`config.mk`:
```
export PLATFORM = sky130hd
export DESIGN_NAME = axi4aw_chk_fifo
export DESIGN_NICKNAME = d
export VERILOG_FILES = /design/src/rtl/axi4aw_chk_fifo.sv
export SDC_FILE = /design/constraint.sdc
export NUM_CORES = 1
export LEC_CHECK = 0
export ABC_AREA = 1
export CAP_MARGIN = 30
export CORE_ASPECT_RATIO = 0.7
export CORE_MARGIN = 2
export CORE_UTILIZATION = 60
export CTS_CLUSTER_SIZE = 12
export DETAILED_ROUTE_END_ITERATION = 7
export PLACE_DENSITY_LB_ADDON = 0.12
export SETUP_SLACK_MARGIN = 0.05
export SLEW_MARGIN = 10
export SYNTH_ARGS = -nofsm -noshare
export SYNTH_HDL_FRONTEND = slang
export SYNTH_SLANG_ARGS = --single-unit
```
`constraint.sdc`:
```
create_clock -name clk -period 8.8 [get_ports clk]
set_input_delay 1.76 -clock clk [delete_from_list [all_inputs] [get_ports clk]]
set_output_delay 1.76 -clock clk [all_outputs]
set_load 0.05 [all_outputs]
```
`src/rtl/axi4aw_chk_fifo.sv`:
```
// Purpose  : AXI4 write-address (AW) channel buffer with an inline protocol checker.
//            Illegal requests raise sticky err bits but are forwarded unchanged.
// Latency  : an entry pushed at edge N is presented downstream in cycle N+1. There is no same-cycle bypass.
// Backpress: s_awready = !rst && count<DEPTH, taken from registered state only.
//            A pop never frees a slot for a push in the same cycle.
//
// Ports:
//   clk, rst             clock (rising edge), asynchronous active-high reset
//   s_aw* / s_awvalid    upstream AW payload and valid; s_awready = not full
//   m_aw* / m_awvalid    downstream AW payload (zero when empty) and valid; m_awready from downstream
//   count                current FIFO occupancy
//   err                  sticky flags: [0] 4KB cross, [1] bad WRAP, [2] size > bus, [3] bad burst/len
//   err_clr              clears all err bits at the next edge. A new violation in the same cycle wins.

module axi4aw_chk_fifo #(
    parameter int ID_W   = 1,
    parameter int ADDR_W = 32,
    parameter int DATA_W = 32,
    parameter int DEPTH  = 4
) (
    input  logic                     clk,
    input  logic                     rst,

    input  logic [ID_W-1:0]          s_awid,
    input  logic [ADDR_W-1:0]        s_awaddr,
    input  logic [7:0]               s_awlen,
    input  logic [2:0]               s_awsize,
    input  logic [1:0]               s_awburst,
    input  logic                     s_awlock,
    input  logic [3:0]               s_awcache,
    input  logic [2:0]               s_awprot,
    input  logic [3:0]               s_awregion,
    input  logic [3:0]               s_awqos,
    input  logic                     s_awvalid,
    output logic                     s_awready,

    output logic [ID_W-1:0]          m_awid,
    output logic [ADDR_W-1:0]        m_awaddr,
    output logic [7:0]               m_awlen,
    output logic [2:0]               m_awsize,
    output logic [1:0]               m_awburst,
    output logic                     m_awlock,
    output logic [3:0]               m_awcache,
    output logic [2:0]               m_awprot,
    output logic [3:0]               m_awregion,
    output logic [3:0]               m_awqos,
    output logic                     m_awvalid,
    input  logic                     m_awready,

    output logic [$clog2(DEPTH):0]   count,
    output logic [3:0]               err,
    input  logic                     err_clr
);

    localparam int PW = $clog2(DEPTH);
    localparam int CW = PW + 1;

    localparam logic [1:0] BURST_FIXED = 2'b00;
    localparam logic [1:0] BURST_INCR  = 2'b01;
    localparam logic [1:0] BURST_WRAP  = 2'b10;
    localparam logic [1:0] BURST_RSVD  = 2'b11;

    typedef struct packed {
        logic [ID_W-1:0]   id;
        logic [ADDR_W-1:0] addr;
        logic [7:0]        len;
        logic [2:0]        size;
        logic [1:0]        burst;
        logic              lock;
        logic [3:0]        cache;
        logic [2:0]        prot;
        logic [3:0]        region;
        logic [3:0]        qos;
    } aw_t;

    // ------------------------------------------------------------------
    // FIFO state
    // ------------------------------------------------------------------
    aw_t            mem_q [DEPTH];
    logic [PW-1:0]  wr_ptr_q, wr_ptr_d;
    logic [PW-1:0]  rd_ptr_q, rd_ptr_d;
    logic [CW-1:0]  count_q,  count_d;
    logic [3:0]     err_q,    err_d;

    aw_t            s_pkt;
    aw_t            head;
    logic           push;
    logic           pop;

    assign s_pkt = '{
        id:     s_awid,
        addr:   s_awaddr,
        len:    s_awlen,
        size:   s_awsize,
        burst:  s_awburst,
        lock:   s_awlock,
        cache:  s_awcache,
        prot:   s_awprot,
        region: s_awregion,
        qos:    s_awqos
    };

    // count is the only source of full/empty.
    // Ready depends only on rst and registered count. It never depends on m_awready.
    assign s_awready = !rst && (count_q < CW'(DEPTH));
    assign m_awvalid = (count_q != '0);

    assign push = s_awvalid && s_awready;
    assign pop  = m_awvalid && m_awready;

    always_comb begin
        wr_ptr_d = wr_ptr_q;
        rd_ptr_d = rd_ptr_q;
        count_d  = count_q;
        if (push) begin
            wr_ptr_d = wr_ptr_q + PW'(1);
        end
        if (pop) begin
            rd_ptr_d = rd_ptr_q + PW'(1);
        end
        case ({push, pop})
            2'b10:   count_d = count_q + CW'(1);
            2'b01:   count_d = count_q - CW'(1);
            default: count_d = count_q;
        endcase
    end

    always_ff @(posedge clk or posedge rst) begin
        if (rst) begin
            wr_ptr_q <= '0;
            rd_ptr_q <= '0;
            count_q  <= '0;
        end else begin
            wr_ptr_q <= wr_ptr_d;
            rd_ptr_q <= rd_ptr_d;
            count_q  <= count_d;
        end
    end

    // Storage needs no reset. Stale entries are never visible because the output is masked by m_awvalid.
    always_ff @(posedge clk) begin
        if (push) begin
            mem_q[wr_ptr_q] <= s_pkt;
        end
    end

    // First-word-fall-through head. The payload is forced to zero whenever nothing is valid.
    assign head = m_awvalid ? mem_q[rd_ptr_q] : '0;

    assign m_awid     = head.id;
    assign m_awaddr   = head.addr;
    assign m_awlen    = head.len;
    assign m_awsize   = head.size;
    assign m_awburst  = head.burst;
    assign m_awlock   = head.lock;
    assign m_awcache  = head.cache;
    assign m_awprot   = head.prot;
    assign m_awregion = head.region;
    assign m_awqos    = head.qos;

    assign count = count_q;

    // ------------------------------------------------------------------
    // Protocol checker
    // The checker looks at the upstream payload and only matters on a push.
    // ------------------------------------------------------------------
    logic [15:0] burst_bytes;   // (len+1) << size, max 256*128 = 32768
    logic [7:0]  beat_bytes;    // 1 << size
    logic        len_wrap_ok;
    logic        addr_aligned;
    logic [3:0]  viol;

    assign burst_bytes  = (16'(s_awlen) + 16'd1) << s_awsize;
    assign beat_bytes   = 8'd1 << s_awsize;
    assign len_wrap_ok  = (s_awlen == 8'd1) || (s_awlen == 8'd3) ||
                          (s_awlen == 8'd7) || (s_awlen == 8'd15);
    assign addr_aligned = ((s_awaddr[6:0] & 7'(beat_bytes - 8'd1)) == 7'd0);

    always_comb begin
        viol = 4'b0000;
        // The page of the last byte differs from the page of addr exactly when
        // offset-in-page + burst_bytes runs past 4096.
        // The carry into the page number is at most 8, so that number can never wrap back onto itself.
        // The check therefore also covers bursts that run off the top of the address space.
        viol[0] = (s_awburst == BURST_INCR) &&
                  ((17'(s_awaddr[11:0]) + 17'(burst_bytes)) > 17'd4096);
        viol[1] = (s_awburst == BURST_WRAP) && (!len_wrap_ok || !addr_aligned);
        viol[2] = 32'(beat_bytes) > 32'(DATA_W / 8);
        viol[3] = (s_awburst == BURST_RSVD) ||
                  ((s_awburst == BURST_FIXED) && (s_awlen > 8'd15));
    end

    // A new violation wins over err_clr bit by bit. All other bits are cleared.
    assign err_d = (err_clr ? 4'b0000 : err_q) | (push ? viol : 4'b0000);

    always_ff @(posedge clk or posedge rst) begin
        if (rst) begin
            err_q <= 4'b0000;
        end else begin
            err_q <= err_d;
        end
    end

    assign err = err_q;

endmodule

```
==> run summary <==
## Placement
- 0.8771 — gp weighted congestion
- 137 — Port-buffer cells
- 15710 um — estimated wirelength of the detail-placed design
- 0.01305 mm2 — Placed Area

## Clocking
- 1 — H-tree lvl count
- 0 — total of cells resized after clock tree synthesis
- 3 — Longest Clk Path Bufs
- 0 — Post-CTS Hold Buffers
- 0 — number of buffers inserted by post-CTS setup repair
- 0.06 ns — clock slew seen by the registers of the worst setup and hold paths
- sky130_fd_sc_hd__clkbuf_16 — CTS Root Buffer Type
- 26 — TritonCTS Buffers
- 0.52 ns — clock latency on the worst-skew pair
- done — clock tree from TritonCTS
- 259 — CTS sink cnt

## Logic synthesis
- 1070 — count of mapped cells out of synthesis
- 9.924% — compound-gate portion of the synthesized area
- 1159 — Net Count, Synth
- 34 — Cell variety after synth
- 259 — register bit total from synthesis
- simple AND/OR/NAND/NOR gates — main combinational cell family by area after synthesis
- 0.3490% — fraction of synthesized area in multiplexers
- 0.01147 mm2 — mapped cell area
- 10.72 um2 — post-synthesis average cell area
- 0.6107% — xor and xnor fraction of the mapped netlist area
- sky130_fd_sc_hd__edfxtp_1 — cell accounting for the most synthesized area
- 64.91% — top-area cell type share of the netlist area
- sky130_fd_sc_hd__edfxtp_1 — most used flip-flop cell after synthesis
- 67.31% — fraction of the yosys area taken by sequential cells
- 248 — Post-synth EDFFs
- 0 — Yosys Warn Count
- 15.62% — simple-gate area share of the yosys netlist
- 4.247% — ys async rst share
- 2.530% — adder-cell share of the synthesized area
- sky130_fd_sc_hd__edfxtp_1 (65%), sky130_fd_sc_hd__nor2_1 (9.4%), sky130_fd_sc_hd__o21ai_0 (6.2%), sky130_fd_sc_hd__nand2_1 (3.3%), sky130_fd_sc_hd__a21oi_1 (3.1%) — biggest area contributors in the synthesized netlist

## Timing
- 5.731 ns — crit path time final
- 0 — Hold Fails Final Rpt
- 0 ns — setup TNS
- no — RSZ-0062 raised after global routing
- 0.8953 ns — pin slew with the least headroom to its limit
- 0.5268 ns — worst slack on hold paths
- 0 — final max-slew violation count
- 0 — Setup-failing EPs final
- 65.13% — post-route clock period utilization
- 0.1745 GHz — maximum achievable frequency
- 40.17% — max_slew headroom
- 0.02195 ns — final clock skew

## Global routing
- 41280 um — wire length of the first global-routing pass
- 0 — total grt overflow
- 98 — pin count of the biggest net entering global routing
- 0 — antenna violations before repair
- 7749 — via count of the first global-routing pass
- 26.30% — overall routing resource usage

## Setup path
- primary output — nature of the critical path endpoint
- flop to primary output — type of the worst setup path
- 5.92 ns — reg-to-reg slack, setup
- 82 — highest net fanout along the worst path
- 0.88 ns — longest individual stage delay on the worst path
- sky130_fd_sc_hd__clkdlybuf4s50_1 — crit path max-delay cell type
- buffers and inverters — largest delay contributor family on the critical path
- rd_ptr_q[0] — start point of the critical path
- 7.04 ns — required time reported for the critical path endpoint
- inv_2, buf_4, o21ai_0, a21oi_1, clkdlybuf4s50_1 — Critical Path, Cell by Cell
- 5 — Crit. path cell count
- count[2] — reg2reg start
- m_awaddr[20] — capturing element of the worst setup path
- flop — category of the worst setup path launch point
- 3 — number of buffer and inverter stages on the critical path
- 4 — Reg2Reg Depth
- 3.97 ns — data arrival time at the worst-slack endpoint
- mem_q[1][34] — worst r2r dst

## Cells and area
- 5.684% — fraction of layout instances using a drive strength above 1
- sky130_fd_sc_hd__nor2_1 (284), sky130_fd_sc_hd__edfxtp_1 (248), sky130_fd_sc_hd__o21ai_0 (142) — commonest non-fill, non-tap cells in the layout
- 0.003366 mm2 — footprint of the multi-input gates
- 1295 — layout filler cell count
- 1283 — Layout Nets
- 73.90% — final core utilization
- sky130_fd_sc_hd__nor2_1 — most common library cell in the layout ignoring fill and taps
- 0.007727 mm2 — Seq. cell area
- 0 — ANT cells
- 21.17% — relative area change from synthesis to final layout
- 0.01390 mm2 — fin area

## Route
- 26820 um — total length of routed wires
- 0 — Routed Antenna Nets
- 18.42 um — wire length per cell after detailed routing
- 8226 — vias after detailed routing
- 0 — final routed DRC violation total
- 924 — 1st-iter DRT viols
- 5.650 — average vias per placed instance
- 5 — iteration count of the initial detailed-routing pass

## Die
- 42 — floorplan row count
- 0.02026 mm2 — die area
- 119.7 um — die height
- 169.3 um — die boundary width
- 0.01881 mm2 — Core Region
- 60.99% — effective utilization at floorplan
- 138 — number of placed I/O pins

## Hold path
- flop to flop — type of the tightest min-delay check

## Outcome
- complete, no violations — result of the run

## Power and ir drop
- 0.3667 mV — worst-case vdd ir drop
- 366.5 mW/mm2 — power per cell area
- 5.095 mW — overall power of the completed layout
- 5.039 nW — standby leakage power

## Job
- 0 — reported max-cap violation count

-- how the worst min path moves through the flow --
| stage | from | to | depth (start not counted) |
|---|---|---|---|
| final | err[3] | err[3] | 2 |
| after global placement | err[1] | err[1] | 2 |
| after CTS | err[3] | err[3] | 2 |
| after detailed placement | err[3] | err[3] | 2 |
| after global routing | err[3] | err[3] | 2 |
| after floorplan | wr_ptr_q[1] | wr_ptr_q[1] | 2 |
-- Yosys cell counts, types with 4 or more instances --
master / number
sky130_fd_sc_hd__inv_1: 55
sky130_fd_sc_hd__clkbuf_1: 41
sky130_fd_sc_hd__nor2_1: 288
sky130_fd_sc_hd__nand4_1: 9
sky130_fd_sc_hd__dfrtp_1: 11
sky130_fd_sc_hd__ha_1: 20
sky130_fd_sc_hd__nand2_1: 100
sky130_fd_sc_hd__nand2_2: 8
sky130_fd_sc_hd__a21oi_1: 72
sky130_fd_sc_hd__mux2i_1: 4
sky130_fd_sc_hd__buf_2: 5
sky130_fd_sc_hd__nand3_1: 29
sky130_fd_sc_hd__edfxtp_1: 248
sky130_fd_sc_hd__xnor2_1: 4
sky130_fd_sc_hd__o21ai_0: 142
sky130_fd_sc_hd__xor2_1: 4
-- cell families (layout without fill, tap and decap cells) --
family                     after synthesis  in the layout
and+or+nand+nor                        444            444
AOI/OAI and AO/OA                      224            224
adders and majority gates               22             22
buffers and inverters                  109            253
DFF                                    259            259
muxes                                    4              4
xor gates and xnor gates                 8              8
-- cell type report --
type,count,area share [%]
tap,242,2.178
sequential,259,55.58
multi-input combinational,702,24.21
inverter,58,1.566
timing repair buffer,147,10.55
clock buffer,46,5.661
clock inverter,2,0.2520
-- flip-flops by register name (all words and copies together) (netlist names) --
signal    cells
wr_ptr_q      2
mem_q       248
rd_ptr_q      2
count         3
err           4
-- power breakdown --
group	internal [mW]	switching [mW]	leakage [nW]
clock network	0.630	0.430	0.397
registers	1.47	0.0585	2.38
logic	0.751	1.76	2.27
total	2.85	2.25	5.04
-- worst reg2reg max path, delay by kind of cell (launching register included) --
family,cells,cell delay [ns]
simple gates,3,1.38
buf+inv,1,0.65
flops,1,0.43
-- per-layer routing --
layer	track usage [%]	wire length, um	vias to the layer above
met5	0	0	-
met1	40.80	12430	3914
met3	4.255	1960	29
met2	39.82	12060	338
met4	5.662	380	0
li1	-	-	3945
-- metrics by stage --
stage               cells  setup WS, ns
finish               1456         3.069
global route         1456         2.871
CTS                  1455         3.087
detailed placement   1407         3.390
global placement     1407         3.483
floorplan            1070         2.788
Note: power is estimated with default switching activity, not from simulation.
